`config.mk`:
```
export PLATFORM = sky130hd
export DESIGN_NAME = z16_wb_arbiter_flat
export DESIGN_NICKNAME = d
export VERILOG_FILES = /design/src/rtl/z16_wb_arbiter_if.sv /design/src/rtl/z16_wb_arbiter.sv /design/src/flat_wrapper.sv
export SDC_FILE = /design/constraint.sdc
export NUM_CORES = 1
export LEC_CHECK = 0
export ABC_AREA = 1
export BUFFER_PORTS_ARGS = -buffer_cell sky130_fd_sc_hd__buf_2
export CAP_MARGIN = 5
export CORE_MARGIN = 4
export CORE_UTILIZATION = 43
export DETAILED_ROUTE_END_ITERATION = 10
export GPL_TIMING_DRIVEN = 0
export PLACE_DENSITY = 0.77
export SLEW_MARGIN = 20
export SYNTH_ARGS = -nofsm -noshare
export SYNTH_HDL_FRONTEND = slang
export SYNTH_SLANG_ARGS = --single-unit
```
`constraint.sdc`:
```
create_clock -name i_clk -period 1.25 [get_ports i_clk]
set_clock_uncertainty 0.15 [all_clocks]
set_input_delay 0 -clock i_clk [delete_from_list [all_inputs] [get_ports i_clk]]
set_output_delay 0 -clock i_clk [all_outputs]
set_load 0.02 [all_outputs]
```
`src/rtl/z16_wb_arbiter_if.sv`:
```
// Write-back bus for z16_wb_arbiter: ALU/load result handshakes, issue hazard query, register file write port.
interface z16_wb_arbiter_if;
  logic        i_a_valid;
  logic [3:0]  i_a_addr;
  logic [15:0] i_a_data;
  logic        o_a_ready;
  logic        i_m_valid;
  logic [3:0]  i_m_addr;
  logic [15:0] i_m_data;
  logic        o_m_ready;
  logic        i_issue_valid;
  logic [3:0]  i_issue_rd;
  logic        o_issue_ready;
  logic [3:0]  i_rs1_addr;
  logic [3:0]  i_rs2_addr;
  logic        o_rs1_hazard;
  logic        o_rs2_hazard;
  logic [3:0]  o_rd_addr;
  logic        o_rd_we;
  logic [15:0] o_rd_data;
  logic [15:0] o_busy;

  modport slave (
    input  i_a_valid, i_a_addr, i_a_data,
    output o_a_ready,
    input  i_m_valid, i_m_addr, i_m_data,
    output o_m_ready,
    input  i_issue_valid, i_issue_rd,
    output o_issue_ready,
    input  i_rs1_addr, i_rs2_addr,
    output o_rs1_hazard, o_rs2_hazard,
    output o_rd_addr, o_rd_we, o_rd_data, o_busy
  );

  modport master (
    output i_a_valid, i_a_addr, i_a_data,
    input  o_a_ready,
    output i_m_valid, i_m_addr, i_m_data,
    input  o_m_ready,
    output i_issue_valid, i_issue_rd,
    input  o_issue_ready,
    output i_rs1_addr, i_rs2_addr,
    input  o_rs1_hazard, o_rs2_hazard,
    input  o_rd_addr, o_rd_we, o_rd_data, o_busy
  );
endinterface

```
`src/rtl/z16_wb_arbiter.sv`:
```
// Write-back arbiter + busy scoreboard: one-cycle registered write port, losers stall via ready only.
// Conflicts go to M (fixed priority) unless Z16_WB_RR_EN selects round-robin.
module z16_wb_arbiter (
  input logic             i_clk,
  input logic             i_rst,
  z16_wb_arbiter_if.slave bus
);
  logic        prefer_m;
  logic        grant_a;
  logic        grant_m;
  logic [3:0]  win_addr;
  logic [15:0] win_data;
  logic        rd_we;
  logic [3:0]  rd_addr;
  logic [15:0] rd_data;
  logic [15:0] busy;
  logic [15:0] set_vec;
  logic [15:0] clr_vec;
  logic        issue_fire;

`ifdef Z16_WB_RR_EN
  // Holds "A won the last transfer"; reset value makes A the first conflict winner.
  logic last_a;
  always_ff @(posedge i_clk) begin
    if (i_rst) begin
      last_a <= 1'b0;
    end else if (grant_a || grant_m) begin
      last_a <= grant_a;
    end
  end
  assign prefer_m = last_a;
`else
  assign prefer_m = 1'b1;
`endif

  always_comb begin
    grant_a  = !i_rst && bus.i_a_valid && (!bus.i_m_valid || !prefer_m);
    grant_m  = !i_rst && bus.i_m_valid && (!bus.i_a_valid ||  prefer_m);
    win_addr = grant_m ? bus.i_m_addr : bus.i_a_addr;
    win_data = grant_m ? bus.i_m_data : bus.i_a_data;
  end

  assign bus.o_a_ready = grant_a;
  assign bus.o_m_ready = grant_m;

  always_ff @(posedge i_clk) begin
    if (i_rst) begin
      rd_we   <= 1'b0;
      rd_addr <= 4'd0;
      rd_data <= 16'd0;
    end else if (grant_a || grant_m) begin
      rd_we   <= (win_addr != 4'd0);
      rd_addr <= win_addr;
      rd_data <= win_data;
    end else begin
      rd_we   <= 1'b0;
    end
  end

  assign bus.o_rd_we   = rd_we;
  assign bus.o_rd_addr = rd_addr;
  assign bus.o_rd_data = rd_data;

  assign issue_fire = bus.i_issue_valid && bus.o_issue_ready && (bus.i_issue_rd != 4'd0);

  always_comb begin
    set_vec = issue_fire ? (16'h0001 << bus.i_issue_rd) : 16'h0000;
    clr_vec = rd_we      ? (16'h0001 << rd_addr)        : 16'h0000;
  end

  // Set is OR'd after the clear so a same-cycle issue to the written register stays pending.
  always_ff @(posedge i_clk) begin
    if (i_rst) begin
      busy <= 16'h0000;
    end else begin
      busy <= ((busy & ~clr_vec) | set_vec) & 16'hFFFE;
    end
  end

  assign bus.o_busy        = busy;
  assign bus.o_issue_ready = ~busy[bus.i_issue_rd];
  assign bus.o_rs1_hazard  = busy[bus.i_rs1_addr];
  assign bus.o_rs2_hazard  = busy[bus.i_rs2_addr];
endmodule

```
`src/flat_wrapper.sv`:
```
// flat-port wrapper written by rule: the top's interface ports become plain ports
module z16_wb_arbiter_flat 
  (i_clk, i_rst, bus_i_a_valid, bus_i_a_addr, bus_i_a_data, bus_o_a_ready, bus_i_m_valid, bus_i_m_addr, bus_i_m_data, bus_o_m_ready, bus_i_issue_valid, bus_i_issue_rd, bus_o_issue_ready, bus_i_rs1_addr, bus_i_rs2_addr, bus_o_rs1_hazard, bus_o_rs2_hazard, bus_o_rd_addr, bus_o_rd_we, bus_o_rd_data, bus_o_busy);
  z16_wb_arbiter_if bus_i ();
  input logic i_clk;
  input logic i_rst;
  input wire logic [$bits(bus_i.i_a_valid)-1:0] bus_i_a_valid;
  input wire logic [$bits(bus_i.i_a_addr)-1:0] bus_i_a_addr;
  input wire logic [$bits(bus_i.i_a_data)-1:0] bus_i_a_data;
  output wire logic [$bits(bus_i.o_a_ready)-1:0] bus_o_a_ready;
  input wire logic [$bits(bus_i.i_m_valid)-1:0] bus_i_m_valid;
  input wire logic [$bits(bus_i.i_m_addr)-1:0] bus_i_m_addr;
  input wire logic [$bits(bus_i.i_m_data)-1:0] bus_i_m_data;
  output wire logic [$bits(bus_i.o_m_ready)-1:0] bus_o_m_ready;
  input wire logic [$bits(bus_i.i_issue_valid)-1:0] bus_i_issue_valid;
  input wire logic [$bits(bus_i.i_issue_rd)-1:0] bus_i_issue_rd;
  output wire logic [$bits(bus_i.o_issue_ready)-1:0] bus_o_issue_ready;
  input wire logic [$bits(bus_i.i_rs1_addr)-1:0] bus_i_rs1_addr;
  input wire logic [$bits(bus_i.i_rs2_addr)-1:0] bus_i_rs2_addr;
  output wire logic [$bits(bus_i.o_rs1_hazard)-1:0] bus_o_rs1_hazard;
  output wire logic [$bits(bus_i.o_rs2_hazard)-1:0] bus_o_rs2_hazard;
  output wire logic [$bits(bus_i.o_rd_addr)-1:0] bus_o_rd_addr;
  output wire logic [$bits(bus_i.o_rd_we)-1:0] bus_o_rd_we;
  output wire logic [$bits(bus_i.o_rd_data)-1:0] bus_o_rd_data;
  output wire logic [$bits(bus_i.o_busy)-1:0] bus_o_busy;
  assign bus_i.i_a_valid = bus_i_a_valid;
  assign bus_i.i_a_addr = bus_i_a_addr;
  assign bus_i.i_a_data = bus_i_a_data;
  assign bus_o_a_ready = bus_i.o_a_ready;
  assign bus_i.i_m_valid = bus_i_m_valid;
  assign bus_i.i_m_addr = bus_i_m_addr;
  assign bus_i.i_m_data = bus_i_m_data;
  assign bus_o_m_ready = bus_i.o_m_ready;
  assign bus_i.i_issue_valid = bus_i_issue_valid;
  assign bus_i.i_issue_rd = bus_i_issue_rd;
  assign bus_o_issue_ready = bus_i.o_issue_ready;
  assign bus_i.i_rs1_addr = bus_i_rs1_addr;
  assign bus_i.i_rs2_addr = bus_i_rs2_addr;
  assign bus_o_rs1_hazard = bus_i.o_rs1_hazard;
  assign bus_o_rs2_hazard = bus_i.o_rs2_hazard;
  assign bus_o_rd_addr = bus_i.o_rd_addr;
  assign bus_o_rd_we = bus_i.o_rd_we;
  assign bus_o_rd_data = bus_i.o_rd_data;
  assign bus_o_busy = bus_i.o_busy;
  z16_wb_arbiter u_core (.i_clk(i_clk), .i_rst(i_rst), .bus(bus_i));
endmodule
```
* Yosys cells after proc, flatten, opt, wreduce, memory -nomap -nowiden *
Cells that the tools add are included.
W data, S select, Z words.

cells by class
  add/sub/neg operators = 0
  $mul = 0
  div/mod/pow operators = 0
  order comparisons = 3
  equal/unequal tests = 0
  shift-type cells = 2
  muxes and demuxes = 10
  bitwise gates (word level) = 5
  reductions and logical operators = 11

operators with widths
  kind                    number
  $mux W16                3
  $shl A1 B4 Y16 const A  2
  $and A16 B16 Y16        1
  $not A16 Y16            1
  $or A16 B16 Y16         1
  $lt A4 B5 Y1 const B    3
  $bmux W1 S4             3
  $reduce_bool A4 Y1      2
  $logic_and A1 B1 Y1     5
  $mux W4                 1
  $mux W1                 3
  $logic_not A1 Y1        2
  $not A1 Y1              2
  $reduce_or A2 Y1        1
  $logic_or A1 B1 Y1      1

word-level totals
  register bits = 37
  bits in latches = 0
  bits in writable memories = 0
  ROM bits = 0
  word-level logic and storage cells = 36
  memories = 0

* Depth between registers and ports, before layout *
  word-level depth = 7
  depth in mapped cells = 9
  gate-level depth less buffers = 8

* Least setup slack after synthesis *
Ideal clock, no wire load.

  path kind = flip-flop to flip-flop
  from = register u_core.busy[8], in the netlist u_core.bus.o_busy[8]
  to = register u_core.busy[10], in the netlist u_core.bus.o_busy[10]
  setup time = 0.132 ns
  data arrival time = 1.177 ns
  slack = -0.209 ns
  cell stages (with the launch flop) = 9
  buffers on the path = 1
  period minus slack after synthesis = 1.459 ns
  cell sequence = dfxtp_1 -> inv_1 -> o21ai_0 -> nand2_1 -> nand3_1 -> nand3_4 -> buf_8 -> nand4_1 -> a21oi_1

on the way
  word-level cells in the longest chain between the ends = 7

ends and longest elaborated chain
  element                           line                  RTL
  start: declaration                z16_wb_arbiter.sv:16  logic [15:0] busy;
  start signal: assignment          z16_wb_arbiter.sv:76  busy <= ((busy & ~clr_vec) | set_vec) & 16'hFFFE;
  $bmux W1 S4                       z16_wb_arbiter.sv:81  assign bus.o_issue_ready = ~busy[bus.i_issue_rd];
  $mux W1 (implied by the code)     z16_wb_arbiter.sv:81
  $not A1 Y1                        z16_wb_arbiter.sv:81
  $logic_and A1 B1 Y1 (2 in a row)  z16_wb_arbiter.sv:64  assign issue_fire = bus.i_issue_valid && bus.o_issue_ready && (bus.i_issue_rd != 4'd0);
  $mux W16                          z16_wb_arbiter.sv:67  set_vec = issue_fire ? (16'h0001 << bus.i_issue_rd) : 16'h0000;
  $or A16 B16 Y16                   z16_wb_arbiter.sv:76

Every way passes these cells. The select of a mux whose other input is x is not followed.
A chain may end at the register's enable or synchronous reset.

* Worst setup path after layout *
  from = register u_core.busy[14], in the netlist u_core.bus.o_busy[14]
  to = output bus_o_issue_ready

on the way
  word-level cells in the longest chain between the ends = 3

ends and longest elaborated chain
  element                        line                  RTL
  $bmux W1 S4                    z16_wb_arbiter.sv:81
  $mux W1 (implied by the code)  z16_wb_arbiter.sv:81
  $not A1 Y1                     z16_wb_arbiter.sv:81
  end: declaration               flat_wrapper.sv:17    output wire logic [$bits(bus_i.o_issue_ready)-1:0] bus_o_issue_ready;

Every way passes these cells. The select of a mux whose other input is x is not followed.

==> impl_metrics.yaml <==
cells_and_area:
  final_core_utilization: 0.7069
  drive_gt1_frac: 0.3885
  finish.cell_count_without_fillers: 541
  commonest_non_fill_non_tap_cells_in_the_layout: "sky130_fd_sc_hd__buf_2, sky130_fd_sc_hd__nand2_1, sky130_fd_sc_hd__dlygate4sd3_1"
  layout.nets: 527
  area_delta_synth_final_pct: 59.99
  layout.filler_cells: 391
  most_common_cell_after_layout_fill_and_taps_aside: "sky130_fd_sc_hd__buf_2"
  diodes: 0
logic_synthesis:
  dominant_combinational_cell_family_by_area_after_synthesis: "simple AND/OR/NAND/NOR gates"
  synth_compound_gate_area_share: 0.2606
  synth-edff-count: 0
  synth.yosys.seq_area_share: 0.3214
  synth_fa_ha_area_frac: 0
  syn_area_per_cell_um2: 7.095
  synth-simple-area-share: 0.2796
  ys_ff_latch: 36
  syn_area_mm2: 0.002242
  synth_xor_xnor_area_share: 0
  postSynth.topFlopCell: "sky130_fd_sc_hd__dfxtp_1"
  ys_warn_count: 0
  share_of_flip_flops_with_an_asynchronous_set_or_reset_after_synthesis: 0
  synthDistinctLibCells: 35
  post_synth_mux_area_share: 0.008929
  synth_cells: 316
  post_synth_net_total: 373
worst_setup_path:
  cp_data_required_time_ps: 1100
  critPathLaunchType: "flip-flop"
  path_class: "reg -> out"
  arrival_ps: 1360
  worstReg2RegStart: "u_core.bus.o_busy[14]$_SDFF_PP0_"
  critical_path.endpoint_type: "output port"
  worstSetupStartpoint: "u_core.bus.o_busy[14]$_SDFF_PP0_"
  worstPathMaxFanout: 4
drt:
  antenna_left: 0
  drt_wl_total_um: 8850
  routed_len_inst_um: 16.36
  drcViolationCount: 0
  drt-vias-per-instance: 5.614
  vias: 3037
  drtPass1Iterations: 5
  detailedRoute.firstIterationViolations: 244
cts:
  numCtsBuffers: 5
  cts_num_sinks: 36
  cts_tree: "built"
  clockBufferDepth: 2
  clkLatencyLatePin_ps: 290
  cts_root_buffer: "sky130_fd_sc_hd__clkbuf_8"
  clkSlewWorstSetupHoldPaths_ps: 70
  h-tree-depth: 2
sta:
  final.setup.tns_ps: -3556
  finalHoldWorstSlack_ps: -5.578
  timing.fmax_ghz: 0.6607
  fin_crit_sh: 1.211
  worst_slack_ps: -263.6
  fin_crit_ps: 1514
  finalMaxSlewViolations: 0
  setup-violations-final: 18
  final_hold_viol_count: 1
  unrepaired_setup_endpoints_after_global_routing: "yes"
floorplan:
  die_h_um: 80.21
  floorplan.core_area_mm2: 0.005075
  initial_utilization: 0.4418
  floorplan.io_pins: 99
  num_rows: 26
  floorplan.die.width_um: 80.21
  die_area_mm2: 0.006434
worst_hold_path:
  timing.hold.worst.start: "bus_i_issue_valid"
  min_path_type: "in -> reg"
placed_design:
  detailedPlace.worstSlack_ps: -178.5
  dp_hpwl_um: 5315
  place_congestion: 0.8287
  dpl.cell_count: 477
  buffer_ports.inserted: 91
flow_run:
  maxCapViolations: 0
power:
  power_leakage_uw: 0.001603
  vdd_drop_max_v: 0.0008154
  powerDensity_mw_per_mm2: 842.1
  total_power_uw: 3021
global_routing:
  grt_max_degree: 11
  grt_antenna_before_repair: 0
  grt.total_usage: 0.2840
  vias_in_the_first_global_route: 3150
  grt_pass1_wl_um: 14490
  grt_overflow: 0
outcome:
  run_status: "finished with violations"
  failed_checks: "negative hold slack, negative setup slack"
-- cell usage after synthesis (4+ instances only) --
library cell               instances  area, um2
sky130_fd_sc_hd__buf_6             6      67.56
sky130_fd_sc_hd__buf_2             5      25.02
sky130_fd_sc_hd__a31oi_1          18      112.6
sky130_fd_sc_hd__nand4_1          15      93.84
sky130_fd_sc_hd__inv_1            18      67.56
sky130_fd_sc_hd__a21oi_1          20      100.1
sky130_fd_sc_hd__nand3_1          13      65.06
sky130_fd_sc_hd__nor2_1           15      56.30
sky130_fd_sc_hd__nor3_1           15      75.07
sky130_fd_sc_hd__buf_4             6      45.04
sky130_fd_sc_hd__o21ai_0          50      250.2
sky130_fd_sc_hd__dfxtp_1          36      720.7
sky130_fd_sc_hd__nand2_1          64      240.2
sky130_fd_sc_hd__o221ai_1          4      35.03
-- path summary, 6_finish.rpt --
kind	slack, ps	cells after the start	endpoint
max	-260	9	bus_o_issue_ready
min	-6	5	u_core.bus.o_busy[3]$_SDFF_PP0_
max reg2reg	-250	9	u_core.bus.o_busy[9]$_SDFF_PP0_
min reg2reg	380	2	u_core.bus.o_busy[1]$_SDFF_PP0_
-- routing by layer --
layer / vias to the layer above / share of wire / track usage
met2: 190 / 0.48 / 0.4892
met4: 0 / 0.039 / 0.1301
met3: 34 / 0.10 / 0.07623
li1: 1427 / - / -
met5: - / 0 / 0
met1: 1386 / 0.38 / 0.3249
-- registers in the layout, summed over array words and instances (netlist names) --
register              cells
u_core.bus.o_rd_addr      4
u_core.bus.o_rd_data     16
u_core.bus.o_busy        15
u_core.bus.o_rd_we        1
-- metrics by stage --
stage	area, um2	hold slack, ps
6_report	3587	-5.578
5_1_grt	3587	36.75
4_1_cts	3507	-6.991
3_5_place_dp	2831	48.26
3_3_place_gp	2831	46.83
2_1_floorplan	2288	-98.70
-- timing repair --
item | CTS | global route
hold buffers | 43 | 0
pin swaps | 26 | 10
resized for setup | 22 | 22
endpoints found under the hold margin | 33 | 0
buffers inserted | 11 | 2
endpoints found under the setup margin | 17 | 18
-- cells by family after synthesis --
| kind of cell | after synthesis |
|---|---|
| simple gates | 130 |
| compound gates | 102 |
| buf+inv | 45 |
| flops | 36 |
| mux | 2 |
| other cells | 1 |
-- area by class of cell --
type	instances	area, um2	share of cell area
clock buffer	8	90.09	0.02511
buffer	23	198.9	0.05546
multi-input combinational	235	1331	0.3711
tap	70	87.58	0.02442
timing repair buffer	147	1022	0.2850
inverter	22	87.58	0.02442
sequential	36	769.5	0.2145
-- power by group --
group / total [uW] / switching, uW / internal [uW]
logic: 906 / 507 / 399
clock network: 861 / 411 / 450
registers: 1250 / 60.3 / 1190
total: 3020 / 978 / 2040
-- critical path, stage by stage, from the launching register on --
cell and delay [ps]:
sky130_fd_sc_hd__dfxtp_4 370, sky130_fd_sc_hd__nand2_1 50, sky130_fd_sc_hd__nand2_1 90, sky130_fd_sc_hd__nand2_1 60, sky130_fd_sc_hd__nand3_2 90, sky130_fd_sc_hd__nand3_4 80, sky130_fd_sc_hd__buf_8 130, sky130_fd_sc_hd__nand2_4 50
sky130_fd_sc_hd__inv_2 30, sky130_fd_sc_hd__buf_6 110
No activity file was read; power rests on OpenSTA's default activity.
